<file path="config.mk">
export PLATFORM = sky130hd
export DESIGN_NAME = mc_ctrl
export DESIGN_NICKNAME = d
export VERILOG_FILES = /design/src/rtl/mc_ctrl_pkg.sv /design/src/rtl/mc_decode.sv /design/src/rtl/mc_ctrl.sv
export SDC_FILE = /design/constraint.sdc
export NUM_CORES = 1
export LEC_CHECK = 0
export BUFFER_PORTS_ARGS = -buffer_cell sky130_fd_sc_hd__buf_4
export CORE_MARGIN = 1
export CORE_UTILIZATION = 49
export CTS_BUF_LIST = sky130_fd_sc_hd__clkbuf_4 sky130_fd_sc_hd__clkbuf_8
export CTS_CLUSTER_SIZE = 10
export DETAILED_ROUTE_END_ITERATION = 7
export PLACE_DENSITY = 0.9
export SLEW_MARGIN = 20
export SYNTH_ARGS = -nofsm -noshare
export SYNTH_HDL_FRONTEND = slang
export SYNTH_SLANG_ARGS = --single-unit
</file>
<file path="constraint.sdc">
create_clock -name clk -period 1.7 [get_ports clk]
set_input_delay 0.17 -clock clk [delete_from_list [all_inputs] [get_ports clk]]
set_output_delay 0.17 -clock clk [all_outputs]
set_load 0.05 [all_outputs]
</file>
<file path="src/rtl/mc_ctrl_pkg.sv">
// Shared encodings for the multi-cycle RV32I control FSM: states, opcodes, instruction classes, wb_sel.
// No logic here.
package mc_ctrl_pkg;

   typedef enum logic [2:0] {
      ST_IF   = 3'd0,
      ST_ID   = 3'd1,
      ST_EX   = 3'd2,
      ST_MEM  = 3'd3,
      ST_WB   = 3'd4,
      ST_HALT = 3'd7
   } state_t;

   localparam logic [6:0] OPC_LUI    = 7'b0110111;
   localparam logic [6:0] OPC_AUIPC  = 7'b0010111;
   localparam logic [6:0] OPC_JAL    = 7'b1101111;
   localparam logic [6:0] OPC_JALR   = 7'b1100111;
   localparam logic [6:0] OPC_BRANCH = 7'b1100011;
   localparam logic [6:0] OPC_LOAD   = 7'b0000011;
   localparam logic [6:0] OPC_STORE  = 7'b0100011;
   localparam logic [6:0] OPC_OPIMM  = 7'b0010011;
   localparam logic [6:0] OPC_OP     = 7'b0110011;

   typedef enum logic [3:0] {
      CL_ALU, CL_LUI, CL_AUIPC, CL_BR, CL_JAL, CL_JALR, CL_LD, CL_ST, CL_ILL
   } iclass_t;

   localparam logic [1:0] WB_ALU = 2'b00;
   localparam logic [1:0] WB_MEM = 2'b01;
   localparam logic [1:0] WB_PC4 = 2'b10;

endpackage

</file>
<file path="src/rtl/mc_decode.sv">
// Opcode/funct3 to instruction-class decoder, used during ID.
// Purely combinational, zero latency; no flow control.
module mc_decode
   import mc_ctrl_pkg::*;
(
   input  logic [6:0] opcode,
   input  logic [2:0] funct3,
   output iclass_t    iclass
);

   always_comb begin
      iclass = CL_ILL;
      case (opcode)
         OPC_LUI:    iclass = CL_LUI;
         OPC_AUIPC:  iclass = CL_AUIPC;
         OPC_JAL:    iclass = CL_JAL;
         OPC_JALR:   iclass = CL_JALR;
         // funct3 010/011 are unassigned branch encodings
         OPC_BRANCH: iclass = (funct3 == 3'b010 || funct3 == 3'b011) ? CL_ILL : CL_BR;
         OPC_LOAD:   iclass = CL_LD;
         OPC_STORE:  iclass = CL_ST;
         OPC_OPIMM:  iclass = CL_ALU;
         OPC_OP:     iclass = CL_ALU;
         default:    iclass = CL_ILL;
      endcase
   end

endmodule

</file>
<file path="src/rtl/mc_ctrl.sv">
// Multi-cycle RV32I control FSM (IF/ID/EX/MEM/WB/HALT); MC_CTRL_PERF_EN adds cycle/instret counters.
// Latency 3/4/5 cycles per instruction with zero-wait memory; mem_req holds until mem_ack, optional timeout to HALT.
module mc_ctrl
   import mc_ctrl_pkg::*;
#(
   parameter int MEM_WAIT_MAX = 0
)(
   input  logic       clk,
   input  logic       rst,
   input  logic [6:0] opcode,
   input  logic [2:0] funct3,
   input  logic       br_taken,
   input  logic       mem_ack,
   output logic       mem_req,
   output logic       mem_we,
   output logic       mem_ifetch,
   output logic       ir_we,
   output logic       pc_we,
   output logic       npc_en,
   output logic       c_mux3,
   output logic       c_mux4,
   output logic       rf_we,
   output logic [1:0] wb_sel,
   output logic [2:0] state,
   output logic       illegal
`ifdef MC_CTRL_PERF_EN
  ,output logic [31:0] cyc_cnt,
   output logic [31:0] instret_cnt
`endif
);

   localparam int WW = (MEM_WAIT_MAX > 1) ? $clog2(MEM_WAIT_MAX) : 1;

   state_t        state_q, state_d;
   iclass_t       cls_q, dec_cls;
   logic          illegal_q;
   logic [WW-1:0] wait_cnt;
   logic          req_phase;
   logic          timeout;

   mc_decode u_decode (
      .opcode (opcode),
      .funct3 (funct3),
      .iclass (dec_cls)
   );

   // Derived from state rather than mem_req to keep the timeout path loop-free.
   assign req_phase = (state_q == ST_IF) || (state_q == ST_MEM);
   assign timeout   = (MEM_WAIT_MAX > 0) && req_phase && !mem_ack &&
                      (wait_cnt == WW'(MEM_WAIT_MAX - 1));

   always_ff @(posedge clk) begin
      if (rst) begin
         state_q   <= ST_IF;
         cls_q     <= CL_ALU;
         illegal_q <= 1'b0;
         wait_cnt  <= '0;
      end else begin
         state_q <= state_d;
         if (state_q == ST_ID)
            cls_q <= dec_cls;
         if (state_d == ST_HALT)
            illegal_q <= 1'b1;
         if (req_phase && !mem_ack)
            wait_cnt <= wait_cnt + WW'(1);
         else
            wait_cnt <= '0;
      end
   end

   always_comb begin
      state_d    = state_q;
      mem_req    = 1'b0;
      mem_we     = 1'b0;
      mem_ifetch = 1'b0;
      ir_we      = 1'b0;
      pc_we      = 1'b0;
      npc_en     = 1'b0;
      c_mux3     = 1'b0;
      c_mux4     = 1'b0;
      rf_we      = 1'b0;
      wb_sel     = WB_ALU;
      case (state_q)
         ST_IF: begin
            mem_req    = 1'b1;
            mem_ifetch = 1'b1;
            if (mem_ack) begin
               ir_we   = 1'b1;
               state_d = ST_ID;
            end else if (timeout) begin
               state_d = ST_HALT;
            end
         end
         ST_ID: state_d = (dec_cls == CL_ILL) ? ST_HALT : ST_EX;
         ST_EX: begin
            case (cls_q)
               CL_BR: begin
                  npc_en  = 1'b1;
                  c_mux3  = br_taken;
                  pc_we   = 1'b1;
                  state_d = ST_IF;
               end
               CL_JAL, CL_JALR: begin
                  npc_en  = 1'b1;
                  c_mux3  = (cls_q == CL_JAL);
                  c_mux4  = (cls_q == CL_JALR);
                  pc_we   = 1'b1;
                  rf_we   = 1'b1;
                  wb_sel  = WB_PC4;
                  state_d = ST_IF;
               end
               CL_LD, CL_ST: state_d = ST_MEM;
               default:      state_d = ST_WB;
            endcase
         end
         ST_MEM: begin
            mem_req = 1'b1;
            mem_we  = (cls_q == CL_ST);
            if (mem_ack) begin
               if (cls_q == CL_ST) begin
                  npc_en  = 1'b1;
                  pc_we   = 1'b1;
                  state_d = ST_IF;
               end else begin
                  state_d = ST_WB;
               end
            end else if (timeout) begin
               state_d = ST_HALT;
            end
         end
         ST_WB: begin
            rf_we   = 1'b1;
            wb_sel  = (cls_q == CL_LD) ? WB_MEM : WB_ALU;
            npc_en  = 1'b1;
            pc_we   = 1'b1;
            state_d = ST_IF;
         end
         ST_HALT: state_d = ST_HALT;
         default: state_d = ST_HALT;
      endcase
      if (rst) begin
         mem_req    = 1'b0;
         mem_we     = 1'b0;
         mem_ifetch = 1'b0;
         ir_we      = 1'b0;
         pc_we      = 1'b0;
         npc_en     = 1'b0;
         c_mux3     = 1'b0;
         c_mux4     = 1'b0;
         rf_we      = 1'b0;
         wb_sel     = WB_ALU;
      end
   end

   assign state   = rst ? 3'd0 : state_q;
   assign illegal = illegal_q && !rst;

`ifdef MC_CTRL_PERF_EN
   always_ff @(posedge clk) begin
      if (rst) begin
         cyc_cnt     <= 32'd0;
         instret_cnt <= 32'd0;
      end else begin
         if (state_q != ST_HALT)
            cyc_cnt <= cyc_cnt + 32'd1;
         if (pc_we)
            instret_cnt <= instret_cnt + 32'd1;
      end
   end
`endif

endmodule

</file>
# Word level (Yosys, flattened, before mapping)
# Index checks and enable logic that the tools add are counted.
# Widths: inputs -> output; s select.
# totals
register_bits	8
latchBits	0
mem_bits_rw	0
romBits	0
inputBits	14
memories	0
# op_classes
addsub	0
n_mul	0
n_div	0
order_cmp	0
eq_ne	22
n_shift	0
muxes	36
n_bitwise	0
reduce_logical	9
# op_table
operator	count
$pmux 4 s8	1
$eq 7x6->1 const B	3
$eq 7x7->1 const B	3
$mux 1	21
$eq 4x3->1 const B	4
$mux 3	5
$pmux 3 s5	1
$eq 7x5->1 const B	2
$eq 3x2->1 const B	4
$reduce_or 2->1	4
$eq 7x2->1 const B	1
$eq 3x3->1 const B	2
$pmux 3 s2	1
$eq 4x2->1 const B	1
$eq 4x4->1 const B	1
$mux 2	2
$mux 4	1
$pmux 1 s2	2
$pmux 2 s2	1
$eq 3x1->1 const B	1
$logic_not 3->1	1
$pmux 1 s3	1
$reduce_or 3->1	1
$logic_and 1x1->1	1
other kinds (2)	2

# Logic depth before layout (Yosys ltp)
# Gate-level depths: netlist (run 1).
# depth
ltp_word	8
mapped_depth	6

# Modules after synthesis
# A second synthesis (run 1) with hierarchy kept.
# hier_totals
hier_cells	95
hier_area_um2	740.7
# by_module_without_submodules
module	n_inst	cells_per_inst	area_each_um2	seq_area_each_um2
mc_ctrl	1	74	605.6	160.2
mc_decode	1	21	135.1	0.0

# Worst setup path after synthesis (run 1)
# OpenSTA, ideal clock, no wires.
# synth_timing
path_kind	reg2out
startpoint	register state_q[0]
endpoint	output ir_we
t_arrival_ns	2.658
required_time_ns	1.530
path_slack_ns	-1.128
stages_incl_launch_ff	4
n_path_buf	1
path_cell_list	dfxtp_1 -> buf_4 -> nor4_1 -> and2_1
# synth_between
elab_chain_len	3
# synth_rtl
element	line	rtl
start, declared	mc_ctrl.sv:34	state_t state_q, state_d;
start signal, assigned	mc_ctrl.sv:59	state_q <= state_d;
$logic_not 3->1	mc_ctrl.sv:83	case (state_q)
$mux 1	mc_ctrl.sv:83	
$mux 1	mc_ctrl.sv:141	if (rst) begin
end, declared	mc_ctrl.sv:17	output logic ir_we,
# No other way between the ends.

# Worst setup path after layout (run 1)
# layout_timing
startpoint	register cls_q[0]
endpoint	output pc_we
# layout_between
elab_chain_len	5
elab_cells_between_ends	10
cone_classes	eq/ne: 4; mux: 5; reduce/logical: 1
# layout_rtl
element	line	rtl
start, declared	mc_ctrl.sv:35	iclass_t cls_q, dec_cls;
start signal, assigned	mc_ctrl.sv:61	cls_q <= dec_cls;
$eq 4x3->1, or another cell as far along	mc_ctrl.sv:96	case (cls_q)
$reduce_or 3->1 (no source line) / $mux 1 (equally long branches)	--	
$mux 1 (on tied branches)	mc_ctrl.sv:96, mc_ctrl.sv:119	
$pmux 1 s3 (*)	mc_ctrl.sv:83	
$mux 1 (*)	mc_ctrl.sv:141	
end, declared	mc_ctrl.sv:18	output logic pc_we,
# Every way passes the cells marked *; elsewhere a longest branch is shown, timed or not.

==> results of run 1 <==
==> power by group <==
part | leakage [nW] | total [W] | switching (W) | internal [W]
Clock | 0.0138 | 0.000143 | 0.0000628 | 0.0000807
Combinational | 0.366 | 0.000767 | 0.000433 | 0.000334
Sequential | 0.0679 | 0.000378 | 0.000120 | 0.000258
==> critical path, cell delays in order (launching register included) <==
cell,delay [ns]
dfxtp_2,0.35
and4b_1,0.21
and4_2,0.25
a21o_4,0.21
buf_4,0.18
==> registers in the layout (all words and copies together) (netlist names) <==
signal / cells
state_q: 3
illegal_q: 1
cls_q: 4
==> cells in the mapped netlist, types with 2 or more instances <==
cell,n
nor3_1,4
nand2_1,3
a21oi_1,6
buf_4,3
nand2b_1,3
dfxtp_1,8
nor4_1,2
and2_1,2
mux2i_1,2
and4b_1,2
nor2b_1,5
inv_1,3
nand3_1,5
o21ai_0,3
nor2_1,15
a31oi_1,2
==> final timing paths <==
kind              startpoint         end  slack (ns)  depth (start not counted)
setup / recovery    cls_q[0]       pc_we        0.07                          4
hold / removal           rst  state_q[0]        0.22                          2
hold reg to reg     cls_q[3]    cls_q[3]        0.54                          2
setup reg to reg  state_q[2]   illegal_q        0.38                          4
==> final cells by class <==
cell class	count	area [um2]
fill	105	320.3
sequential	8	167.7
tap	15	18.77
multi-input combinational	78	560.5
inverter	3	11.26
clock buffer	3	22.52
timing repair buffer	31	232.7
==> through the flow <==
stage                     setup TNS [ns]  setup slack (ns)  utilization, %  std cells
after floorplan                  -0.2323           -0.1480               -         94
after global placement                 0            0.1571           73.17        135
after detailed placement               0            0.1255           73.17        135
after CTS                              0          0.006791           75.14        138
after global routing                   0           0.01812           75.99        138
final                                  0           0.07205           75.99        138
==> layer usage <==
layer / up-vias / track usage (%) / part of all wire, %
li1: 402 / - / -
met1: 353 / 26.51 / 40
met2: 30 / 39.92 / 54
met3: 2 / 1.667 / 5.1
met4: 0 / 5.172 / 0.66
met5: - / 0 / 0
==> what timing repair did <==
item                                    CTS  global route
cloned                                    0             0
endpoints found under the setup margin    4             2
resized for setup                         3             6
==> kinds of logic after synthesis <==
group,count (synthesis),share of synthesized area [%]
AO/OA/AOI/OAI,22,21.79
XOR/XNOR,2,2.461
buffers and inverters,8,6.853
flip-flops,8,22.50
multiplexers,2,2.812
AND/OR/NAND/NOR,52,43.59
==> flow_summary_export.csv, run 1 <==
group,metric,value,unit
run_status,status,"finished, final reports clean",
global_route,grt_max_degree,15,
floorplanning,coreArea,1334,um2
global_route,gr-usage-all-layers,21.59,%
yosys,synth_nets,108,
timing,final-hold-violation-count,0,
yosys,synth.largest_area_cell,"dfxtp_1",
timing,holdWs,0.2206,ns
power,power.density,1271,nW/um2
yosys,synth_warnings,0,
place,detailed_place_hpwl,1.304,mm
route,drt_wl_total,1.674,mm
power,peakVddDrop,0.7948,mV
floorplanning,num_rows,13,
global_route,overflow,0,
clocking,clock_tree.buffer_depth,2,
global_route,antenna_found_initial,0,
yosys,yosys-top-cells-area,"dfxtp_1 (22%), nor2_1 (7.9%), nor2b_1 (4.4%)",
clocking,cts_root_buf,"clkbuf_4",
route,ant_nets,0,
setup_path,critPathRequiredTime,1.53,ns
yosys,synth_cell_types,42,
layout,layout_common_cells,"buf_4 (31), nor2_1 (14), a21oi_1 (6), dfxtp_2 (6)",
setup_path,end_kind,"primary output",
yosys,syn_area,711.9,um2
route,wl_per_cell,12.13,um
timing,fmax,0.6143,GHz
setup_path,cp-start-kind,"flip-flop",
yosys,synth-edff-count,0,
layout,layout.nets,139,
timing,tightest_slew,0.3023,ns
yosys,synthCells,94,
place,gp_congestion,0.7113,
layout,drive_above_1_share,47.15,%
power,power,0.001288,W
worst_hold_path,hp-class,"in -> reg",
yosys,synthFlopType,"dfxtp_1",
place,numPortBuffers,27,
global_route,grt_pass1_wl,2.401,mm
timing,slew_headroom,79.66,%
clocking,cts_buffers,3,
timing,finalCritPeriodShare,95.76,%
yosys,synth_seq_cells,8,
layout,area_delta_synth_final,42.35,%
route,dr_total_vias,787,
floorplanning,fp.dieW,40.12,um
route,drt_iter0_drc,8,
floorplanning,io_pins,29,
layout,postLayoutCellArea,1013,um2
job,max_cap_viol_count,0,
setup_path,critPathArrivalTime,1.46,ns
yosys,netlist.area_leader.share,22.50,%
route,drcViolationCount,0,
setup_path,worstPathMaxFanout,7,
yosys,async_flop_share,0,%
yosys,postSynthAreaPerCell,7.574,um2
layout,antenna_cells,0,
clocking,clkLatencyLatePin,0.25,ns
route,firstDrtPassIters,6,
clocking,cts_hold_buf,0,
global_route,first_global_vias,613,
yosys,yosysSeqAreaShare,22.50,%
place,placed_area,975.9,um2
clocking,clk_pin_slew,0.05,ns
power,p_leak,0.4480,nW
timing,setup_violations,0,
timing,period_needed,1.628,ns
clocking,cts_setup_buffers,0,
clocking,clock_sinks,8,
floorplanning,fp.dieH,40.12,um
route,vias_per_cell,5.703,
timing,worst_clock_skew,0.0009553,ns
clocking,htree_levels,1,
timing,rsz0062_at_grt,"false",
clocking,cts_tree,"done",
setup_path,crit_type,"reg -> out",
floorplanning,start_util,53.38,%
timing,maxSlewViolCount,0,
floorplanning,die_area,1609,um2
layout,final_common_cell,"buf_4",
Note: power is estimated with default switching activity, not from simulation.
==> run 2: changes to the inputs <==
--- a/config.mk
+++ b/config.mk
@@ -6,12 +6,14 @@
 export NUM_CORES = 1
 export LEC_CHECK = 0
 export BUFFER_PORTS_ARGS = -buffer_cell sky130_fd_sc_hd__buf_4
+export CELL_PAD_IN_SITES_DETAIL_PLACEMENT = 1
+export CELL_PAD_IN_SITES_GLOBAL_PLACEMENT = 2
 export CORE_MARGIN = 1
-export CORE_UTILIZATION = 49
+export CORE_UTILIZATION = 26
 export CTS_BUF_LIST = sky130_fd_sc_hd__clkbuf_4 sky130_fd_sc_hd__clkbuf_8
 export CTS_CLUSTER_SIZE = 10
 export DETAILED_ROUTE_END_ITERATION = 7
-export PLACE_DENSITY = 0.9
+export PLACE_DENSITY = 0.89
 export SLEW_MARGIN = 20
 export SYNTH_ARGS = -nofsm -noshare
 export SYNTH_HDL_FRONTEND = slang
==> run 2 against run 1 <==
Compared with the run above:
- via count shrank 0.76%
- critical endpoint is now npc_en
- clock skew grew 0.0024 ns
- global-route usage shrank 7.0 points
- power rose by 0.94%
- hold slack worse by 0.0014 ns
==> flow_summary_export.csv, run 2 (synthesis results as in run 1) <==
group,metric,value,unit
power,p_leak,0.4508,nW
route,firstDrtPassIters,2,
timing,tightest_slew,0.3759,ns
power,seqPwrFrac,28.5,%
layout,nFillCells,329,
floorplanning,io_pins,29,
setup_path,end_kind,"primary output",
floorplanning,die_area,2951,um2
global_route,overflow,0,
route,dr_total_vias,781,
timing,period_needed,1.646,ns
setup_path,critPathRequiredTime,1.53,ns
layout,layout.nets,139,
power,internal_power,0.0006733,W
floorplanning,start_util,28.22,%
timing,fmax,0.6074,GHz
setup_path,rr_startpoint,"state_q[1]",
setup_path,crit_type,"reg -> out",
timing,maxSlewViolCount,0,
setup_path,crit_start,"cls_q[0]",
layout,layout_common_cells,"buf_4 (31), nor2_1 (14), a21oi_1 (6)",
clocking,cts_tree,"done",
layout,drive_above_1_share,47.97,%
route,ant_nets,0,
global_route,first_global_vias,767,
timing,rsz0062_at_grt,"true",
clocking,clk_pin_slew,0.05,ns
layout,postLayoutCellArea,1041,um2
layout,antenna_cells,0,
layout,multi_input_area,564.3,um2
global_route,grt_pass1_wl,3.174,mm
layout,seqCellArea,172.7,um2
floorplanning,coreArea,2522,um2
timing,final-hold-violation-count,0,
clocking,cts_root_buf,"clkbuf_4",
timing,finalCritPeriodShare,96.84,%
clocking,cts_buffers,3,
power,combPwrFrac,60.4,%
timing,holdWs,0.2191,ns
timing,setup_violations,0,
clocking,clkLatencyLatePin,0.26,ns
clocking,htree_levels,1,
place,placed_area,994.7,um2
place,detailed_place_hpwl,1.594,mm
floorplanning,num_rows,18,
layout,final_common_cell,"buf_4",
clocking,cts_setup_buffers,0,
layout,top_register,"cls_q",
route,vias_per_cell,5.105,
clocking,clock_sinks,8,
layout,largest_register_ffs,4,
power,p_clk_share,11.2,%
place,numPortBuffers,27,
place,gp_congestion,0.6854,
global_route,antenna_found_initial,0,
power,power_switching,0.0006268,W
run_status,status,"finished, final reports clean",
floorplanning,fp.dieW,54.33,um
timing,worst_clock_skew,0.003379,ns
power,power.density,1249,nW/um2
setup_path,worstPathMaxFanout,7,
worst_hold_path,min-delay-start,"rst",
route,drt_wl_total,1.988,mm
job,max_cap_viol_count,0,
clocking,clock_tree.buffer_depth,2,
layout,area_delta_synth_final,46.22,%
setup_path,cp-start-kind,"flip-flop",
power,sw_frac_of_total,48.21,%
layout,final_core_util,41.27,%
setup_path,critPathArrivalTime,1.48,ns
route,wl_per_cell,12.99,um
global_route,gr-usage-all-layers,14.64,%
timing,slew_headroom,74.92,%
route,drcViolationCount,0,
worst_hold_path,hp-class,"in -> reg",
floorplanning,fp.dieH,54.33,um
power,peakVddDrop,0.8506,mV
layout,largestRegisters,"cls_q x4, state_q x3, illegal_q x1",
global_route,grt_max_degree,15,
route,drt_iter0_drc,7,
==> run 2: metrics by stage <==
| step | TNS (ns) | total power, W | std cells | setup WS (ns) |
|---|---|---|---|---|
| final | 0 | 0.001300 | 153 | 0.05373 |
| after global routing | -0.001248 | 0.001406 | 153 | -0.001248 |
| after CTS | 0 | 0.001297 | 153 | 0.002172 |
| after detailed placement | 0 | 0.001136 | 150 | 0.1566 |
| after global placement | 0 | 0.001111 | 150 | 0.1967 |
| after floorplan | -0.2323 | 0.0009420 | 94 | -0.1480 |
==> run 2: layout make-up <==
| type | count | area share, % |
|---|---|---|
| multi-input cells | 78 | 54.21 |
| inverters | 3 | 1.082 |
| repair buffers | 31 | 22.36 |
| flip-flops and latches | 8 | 16.59 |
| well taps | 30 | 3.606 |
| clock buffers | 3 | 2.163 |
==> run 2: worst paths after layout <==
path | endpoint | slack, ns | depth (start not counted)
max | npc_en | 0.05 | 4
min | cls_q[2] | 0.22 | 2
max reg2reg | illegal_q | 0.28 | 5
min reg2reg | cls_q[3] | 0.53 | 2
==> run 2: power by group through the flow <==
stage                     combinational (W)  clock, W  sequential (W)
after floorplan                    0.000638         0        0.000304
after CTS                          0.000786  0.000150        0.000361
after global placement             0.000761         0        0.000349
final                              0.000785  0.000145        0.000370
after global routing               0.000861  0.000159        0.000386
after detailed placement           0.000781         0        0.000355
==> run 2: what timing repair did <==
item | in CTS | in global routing
endpoints found under the setup margin | 3 | 3
gates resized for setup | 6 | 6
hold buffers | 0 | 0
gates cloned | 0 | 0
endpoints found under the hold margin | 0 | 0
==> run 2: layer usage <==
layer  vias up  part of all wire, %  global-route usage (%)  wire length, um
met5         -                    0                       0                0
met4         0                 0.96                   6.410               19
met3         2                  4.5                  0.8333               89
met2        27                   52                   26.83             1040
met1       353                   42                   17.27              839
li1        399                    -                       -                -
==> run 2: worst max-delay path, stage by stage, from the launching register on <==
cell,delay (ns)
dfxtp_4,0.36
and4b_1,0.21
and4_2,0.25
a21o_4,0.21
buf_4,0.18
